`config.mk`:
```
export PLATFORM = sky130hd
export DESIGN_NAME = hex_keypad_scanner_flat
export DESIGN_NICKNAME = d
export VERILOG_FILES = /design/src/rtl/hex_keypad_scanner_if.sv /design/src/rtl/hex_keypad_scanner.sv /design/src/flat_wrapper.sv
export SDC_FILE = /design/constraint.sdc
export NUM_CORES = 1
export LEC_CHECK = 0
export CORE_MARGIN = 8
export CORE_UTILIZATION = 25
export CTS_BUF_LIST = sky130_fd_sc_hd__clkbuf_8
export CTS_CLUSTER_DIAMETER = 50
export CTS_CLUSTER_SIZE = 10
export DETAILED_ROUTE_END_ITERATION = 7
export GPL_ROUTABILITY_DRIVEN = 0
export PLACE_DENSITY = 0.38
export REMOVE_ABC_BUFFERS = 1
export SETUP_SLACK_MARGIN = 0.5
export SYNTH_ARGS = -nofsm -noshare
export SYNTH_HDL_FRONTEND = slang
export SYNTH_SLANG_ARGS = --single-unit
```
`constraint.sdc`:
```
create_clock -name clk_in -period 7.45 [get_ports clk_in]
set_clock_uncertainty 0.15 [all_clocks]
set_input_delay 1.49 -clock clk_in [delete_from_list [all_inputs] [get_ports clk_in]]
set_output_delay 1.49 -clock clk_in [all_outputs]
set_load 0.05 [all_outputs]
```
`src/rtl/hex_keypad_scanner_if.sv`:
```
// Keypad-side and consumer-side signals of the hex keypad scanner.
// The master modport is the scanner; the slave modport is whatever sits on the
// other side (keypad matrix model plus downstream consumers).
interface hex_keypad_scanner_if;
  logic [3:0]  row_in;
  logic [3:0]  col_out;
  logic [15:0] key_state_out;
  logic [15:0] key_change_out;
  logic        scan_done_out;

  modport master (
    input  row_in,
    output col_out,
    output key_state_out,
    output key_change_out,
    output scan_done_out
  );

  modport slave (
    output row_in,
    input  col_out,
    input  key_state_out,
    input  key_change_out,
    input  scan_done_out
  );
endinterface

```
`src/rtl/hex_keypad_scanner.sv`:
```
// 4x4 hex keypad scanner: drives one active-low column at a time, samples the
// synchronised active-low rows at the end of each column dwell, and debounces
// every key independently into a 16-bit state vector indexed by hex value.
module hex_keypad_scanner #(
  parameter int SETTLE_CYCLES  = 1000,
  parameter int DEBOUNCE_SCANS = 4
) (
  input  logic                    clk_in,
  input  logic                    rst_in,
  hex_keypad_scanner_if.master    kp
);

  localparam int DW = (SETTLE_CYCLES > 1) ? $clog2(SETTLE_CYCLES) : 1;
  localparam logic [DW-1:0] DWELL_LAST = DW'(SETTLE_CYCLES - 1);
  localparam logic [3:0]    CNT_LAST   = 4'(DEBOUNCE_SCANS - 1);

  typedef enum logic [1:0] {
    COL0 = 2'd0,
    COL1 = 2'd1,
    COL2 = 2'd2,
    COL3 = 2'd3
  } col_e;

  col_e              col_q, col_d;
  logic [DW-1:0]     dwell_q, dwell_d;
  logic [3:0]        row_sync1_q, row_sync2_q;
  logic [15:0]       key_state_q, key_state_d;
  logic [15:0]       key_change_q, key_change_d;
  logic              scan_done_q, scan_done_d;
  logic [15:0][3:0]  cnt_q, cnt_d;
  logic [3:0]        key_idx;
  logic              raw_pressed;

  // Physical (row, column) position to the hex value printed on the key.
  function automatic logic [3:0] key_map(input logic [1:0] r, input logic [1:0] c);
    logic [3:0] k;
    case ({r, c})
      4'b00_00: k = 4'h1;  4'b00_01: k = 4'h2;  4'b00_10: k = 4'h3;  4'b00_11: k = 4'hC;
      4'b01_00: k = 4'h4;  4'b01_01: k = 4'h5;  4'b01_10: k = 4'h6;  4'b01_11: k = 4'hD;
      4'b10_00: k = 4'h7;  4'b10_01: k = 4'h8;  4'b10_10: k = 4'h9;  4'b10_11: k = 4'hE;
      4'b11_00: k = 4'hA;  4'b11_01: k = 4'h0;  4'b11_10: k = 4'hB;  default: k = 4'hF;
    endcase
    return k;
  endfunction

  assign kp.col_out        = ~(4'b0001 << col_q);
  assign kp.key_state_out  = key_state_q;
  assign kp.key_change_out = key_change_q;
  assign kp.scan_done_out  = scan_done_q;

  // Two-flop synchroniser for the asynchronous row inputs (idle = pulled up).
  always_ff @(posedge clk_in or negedge rst_in) begin
    if (!rst_in) begin
      row_sync1_q <= 4'b1111;
      row_sync2_q <= 4'b1111;
    end else begin
      row_sync1_q <= kp.row_in;
      row_sync2_q <= row_sync1_q;
    end
  end

  // Scan and debounce state registers.
  always_ff @(posedge clk_in or negedge rst_in) begin
    if (!rst_in) begin
      col_q        <= COL0;
      dwell_q      <= '0;
      key_state_q  <= '0;
      key_change_q <= '0;
      scan_done_q  <= 1'b0;
      cnt_q        <= '0;
    end else begin
      col_q        <= col_d;
      dwell_q      <= dwell_d;
      key_state_q  <= key_state_d;
      key_change_q <= key_change_d;
      scan_done_q  <= scan_done_d;
      cnt_q        <= cnt_d;
    end
  end

  // Column stepping, end-of-dwell sampling and per-key debounce of the
  // four keys in the column that was driven during the dwell just ending.
  always_comb begin
    col_d        = col_q;
    dwell_d      = dwell_q + DW'(1);
    key_state_d  = key_state_q;
    key_change_d = '0;
    scan_done_d  = 1'b0;
    cnt_d        = cnt_q;
    key_idx      = '0;
    raw_pressed  = 1'b0;

    if (dwell_q == DWELL_LAST) begin
      dwell_d     = '0;
      scan_done_d = (col_q == COL3);
      unique case (col_q)
        COL0: col_d = COL1;
        COL1: col_d = COL2;
        COL2: col_d = COL3;
        COL3: col_d = COL0;
      endcase

      for (int r = 0; r < 4; r++) begin
        key_idx     = key_map(2'(r), col_q);
        raw_pressed = ~row_sync2_q[r];
        if (raw_pressed == key_state_q[key_idx]) begin
          cnt_d[key_idx] = '0;
        end else if (cnt_q[key_idx] == CNT_LAST) begin
          key_state_d[key_idx]  = raw_pressed;
          cnt_d[key_idx]        = '0;
          key_change_d[key_idx] = 1'b1;
        end else begin
          cnt_d[key_idx] = cnt_q[key_idx] + 4'd1;
        end
      end
    end
  end

endmodule

```
`src/flat_wrapper.sv`:
```
// flat-port wrapper written by rule: the top's interface ports become plain ports
module hex_keypad_scanner_flat 
#(
  parameter int SETTLE_CYCLES  = 1000,
  parameter int DEBOUNCE_SCANS = 4
)
  (clk_in, rst_in, kp_row_in, kp_col_out, kp_key_state_out, kp_key_change_out, kp_scan_done_out);
  hex_keypad_scanner_if kp_i ();
  input  logic clk_in;
  input  logic rst_in;
  input wire logic [$bits(kp_i.row_in)-1:0] kp_row_in;
  output wire logic [$bits(kp_i.col_out)-1:0] kp_col_out;
  output wire logic [$bits(kp_i.key_state_out)-1:0] kp_key_state_out;
  output wire logic [$bits(kp_i.key_change_out)-1:0] kp_key_change_out;
  output wire logic [$bits(kp_i.scan_done_out)-1:0] kp_scan_done_out;
  assign kp_i.row_in = kp_row_in;
  assign kp_col_out = kp_i.col_out;
  assign kp_key_state_out = kp_i.key_state_out;
  assign kp_key_change_out = kp_i.key_change_out;
  assign kp_scan_done_out = kp_i.scan_done_out;
  hex_keypad_scanner #(.SETTLE_CYCLES(SETTLE_CYCLES), .DEBOUNCE_SCANS(DEBOUNCE_SCANS)) u_core (.clk_in(clk_in), .rst_in(rst_in), .kp(kp_i));
endmodule
```
==> impl_metrics.env <==
export IMPL_status="complete, no violations"
export IMPL_synth_area_sq_um=7017
export IMPL_netlist_instances=722
export IMPL_drive_gt1_share_pct=14.77
export IMPL_rsz0062_at_grt="false"
export IMPL_p_switching_w=0.0003282
export IMPL_pwr_share_seq_pct=47.6
export IMPL_synth_area_leaders="dfrtp_1 39%, mux2i_1 6.1%, mux4_2 5.5%, nand2_1 4.4%, o21ai_0 4.3%"
export IMPL_cts_buffer_depth=2
export IMPL_die_h_microns=183.5
export IMPL_synth_top_area_cell="dfrtp_1"
export IMPL_max_cap_violations=0
export IMPL_synthFlopType="dfrtp_1"
export IMPL_ant_nets=0
export IMPL_num_rows=61
export IMPL_powerDensity_nw_per_um2=163.5
export IMPL_irDropWorstVdd_v=0.0001155
export IMPL_grt_pass1_wl_mm=40.37
export IMPL_drv_slew=0
export IMPL_crit_chain="buf_4, inv_1, ha_1, buf_4, inv_1, clkdlybuf4s50_1"
export IMPL_worst_path_buf_inv=5
export IMPL_grt_overflow=0
export IMPL_required_ns=5.81
export IMPL_fin_nets=772
export IMPL_crit_family="buffers and inverters"
export IMPL_cp_slowest_cell="clkdlybuf4s50_1"
export IMPL_final_setup_tns_ns=0
export IMPL_drc=0
export IMPL_post_cts_setup_buffers=0
export IMPL_cts_root_buf="clkbuf_8"
export IMPL_drtIter0Drc=562
export IMPL_place_hpwl_mm=18.73
export IMPL_whs_ns=0.2039
export IMPL_crit_arrival_ns=3.05
export IMPL_ys_types=73
export IMPL_drtPass1Iterations=5
export IMPL_power_clock_fraction_pct=50.5
export IMPL_antenna_cells=0
export IMPL_routed_via_count=5974
export IMPL_slew_headroom_pct=34.38
export IMPL_setup_violations=0
export IMPL_power_w=0.001350
export IMPL_totalWireLength_mm=26.06
export IMPL_critPathCaptureType="primary output"
export IMPL_grt_max_degree=66
export IMPL_dieArea_sq_um=33680
export IMPL_fin_crit_sh_pct=62.94
export IMPL_worstMarginPinSlew_ns=0.9843
export IMPL_p_int_w=0.001021
export IMPL_grt_pass1_vias=6215
export IMPL_startpoint_type="flip-flop"
export IMPL_start_util_pct=25.33
export IMPL_min_period_ns=4.689
export IMPL_cpPeakStageDelay_ns=0.74
export IMPL_tritoncts="done"
export IMPL_ys_warn_count=0
export IMPL_timing_hold_violations_final=0
export IMPL_synth_area_per_cell_sq_um=9.718
export IMPL_path_clk_slew_ns=0.09
export IMPL_core_region_area_sq_um=27710
export IMPL_yosysSeqAreaShare_pct=41.87
export IMPL_fmax_ghz=0.2133
export IMPL_ys_seq_elements=117
export IMPL_switching_share_pct=24.32
export IMPL_synth_edf_count=0
export IMPL_p_comb_share_pct=1.9
export IMPL_post_cts_resized=0
export IMPL_htree_levels=4
export IMPL_leakage_nw=3.307
export IMPL_clkSinkCount=117
export IMPL_wl_per_cell_microns=22.80
export IMPL_via_per_inst=5.227
export IMPL_yosys_area_top_type_share_pct=38.87
export IMPL_cp_max_fo=24
export IMPL_insertion_delay_ns=0.46
export IMPL_numPortBuffers=42
export IMPL_syn2layout_area_growth_pct=17.64
export IMPL_yosysMostFrequentCell="dfrtp_1"
export IMPL_ys_async_sr_fraction_pct=100.0
export IMPL_synth_common_cells="109 x dfrtp_1, 83 x nand2_1, 60 x o21ai_0, 58 x nor2_1, 43 x mux2i_1"
export IMPL_cts_buffers=17
export IMPL_min_path_type="reg2reg"
export IMPL_antenna_found_initial=0
export IMPL_die_w_microns=183.5
export IMPL_grt_usage_pct=15.92
export IMPL_ctsHoldBuffers=0
export IMPL_io_pins=43
export IMPL_path_class="reg2out"
## power groups by stage
stage / registers, W / clock network (W) / logic [W]
after global placement: 0.000654 / 0 / 0.0000273
after floorplan: 0.000653 / 0 / 0.00000633
after detailed placement: 0.000654 / 0 / 0.0000274
final: 0.000642 / 0.000682 / 0.0000261
after CTS: 0.000642 / 0.000698 / 0.0000275
after global routing: 0.000642 / 0.000727 / 0.0000300
## worst paths after layout
kind / start / to / slack, ns / cells past startpoint
worst max-delay path: u_core.col_q[0]$_DFFE_PN0P_ / kp_col_out[2] / 2.76 / 6
worst min-delay path: u_core.row_sync1_q[2]$_DFF_PN1_ / u_core.row_sync2_q[2]$_DFF_PN1_ / 0.20 / 0
worst max register to register: u_core.col_q[0]$_DFFE_PN0P_ / u_core.kp.key_state_out[0]$_DFFE_PN0P_ / 2.77 / 12
worst min register to register: u_core.row_sync1_q[2]$_DFF_PN1_ / u_core.row_sync2_q[2]$_DFF_PN1_ / 0.20 / 0
max in group asynchronous: rst_in / u_core.cnt_q[9]$_DFFE_PN0P_ / 4.98 / 2
min in group asynchronous: rst_in / u_core.dwell_q[2]$_DFF_PN0_ / 0.83 / 1
## logic make-up after synthesis
group | count (synthesis) | synth area share (%)
buffers and inverters | 76 | 4.725
DFF | 117 | 41.87
muxes | 87 | 15.92
AOI/OAI and AO/OA | 185 | 17.67
xor gates and xnor gates | 16 | 1.997
adders and majority gates | 14 | 2.496
and+or+nand+nor | 227 | 15.32
## area by class of cell
class | instances | area (sq um)
clock inverter | 14 | 201.4
timing repair buffer | 57 | 534.3
sequential | 117 | 2938
inverter | 30 | 112.6
fill | 2884 | 19450
tap | 378 | 473.0
clock buffer | 18 | 247.7
multi-input combinational | 529 | 3747
## registers in the layout, summed over array words and instances (netlist names)
register and flops:
u_core.kp.key_state_out 16, u_core.dwell_q 10, u_core.cnt_q 64, u_core.row_sync2_q 4, u_core.row_sync1_q 4, u_core.kp.scan_done_out 1, u_core.kp.key_change_out 16, u_core.col_q 2
## cell usage in the layout (no fill, tap or decap), drive strengths merged, types with 9 or more instances in the layout
cell type / count
dfrtp: 109
nand2: 83
o21ai: 62
nor2: 60
mux2i: 43
clkdlybuf4s50: 41
a21oi: 31
inv: 31
mux2: 27
nand3: 22
clkbuf: 18
mux4: 17
buf: 16
nor3: 15
ha: 14
a22oi: 11
o31ai: 10
a32oi: 9
## metrics by stage
step,instance area [sq um],instances,utilization (%),worst slack (ns)
after global routing,8254,1143,29.79,2.510
after detailed placement,7805,1111,28.17,2.741
after CTS,8254,1143,29.79,2.730
final,8254,1143,29.79,2.761
after global placement,7805,1111,28.17,2.779
after floorplan,6798,676,-,3.140
## layer usage
layer,global-route usage [%],share of wire (%),up-vias
met3,2.549,4.6,42
li1,-,-,2695
met2,25.67,47,209
met1,21.05,45,3028
met4,6.278,3.0,0
met5,0,0,-
(Power assumes the default switching activity.)
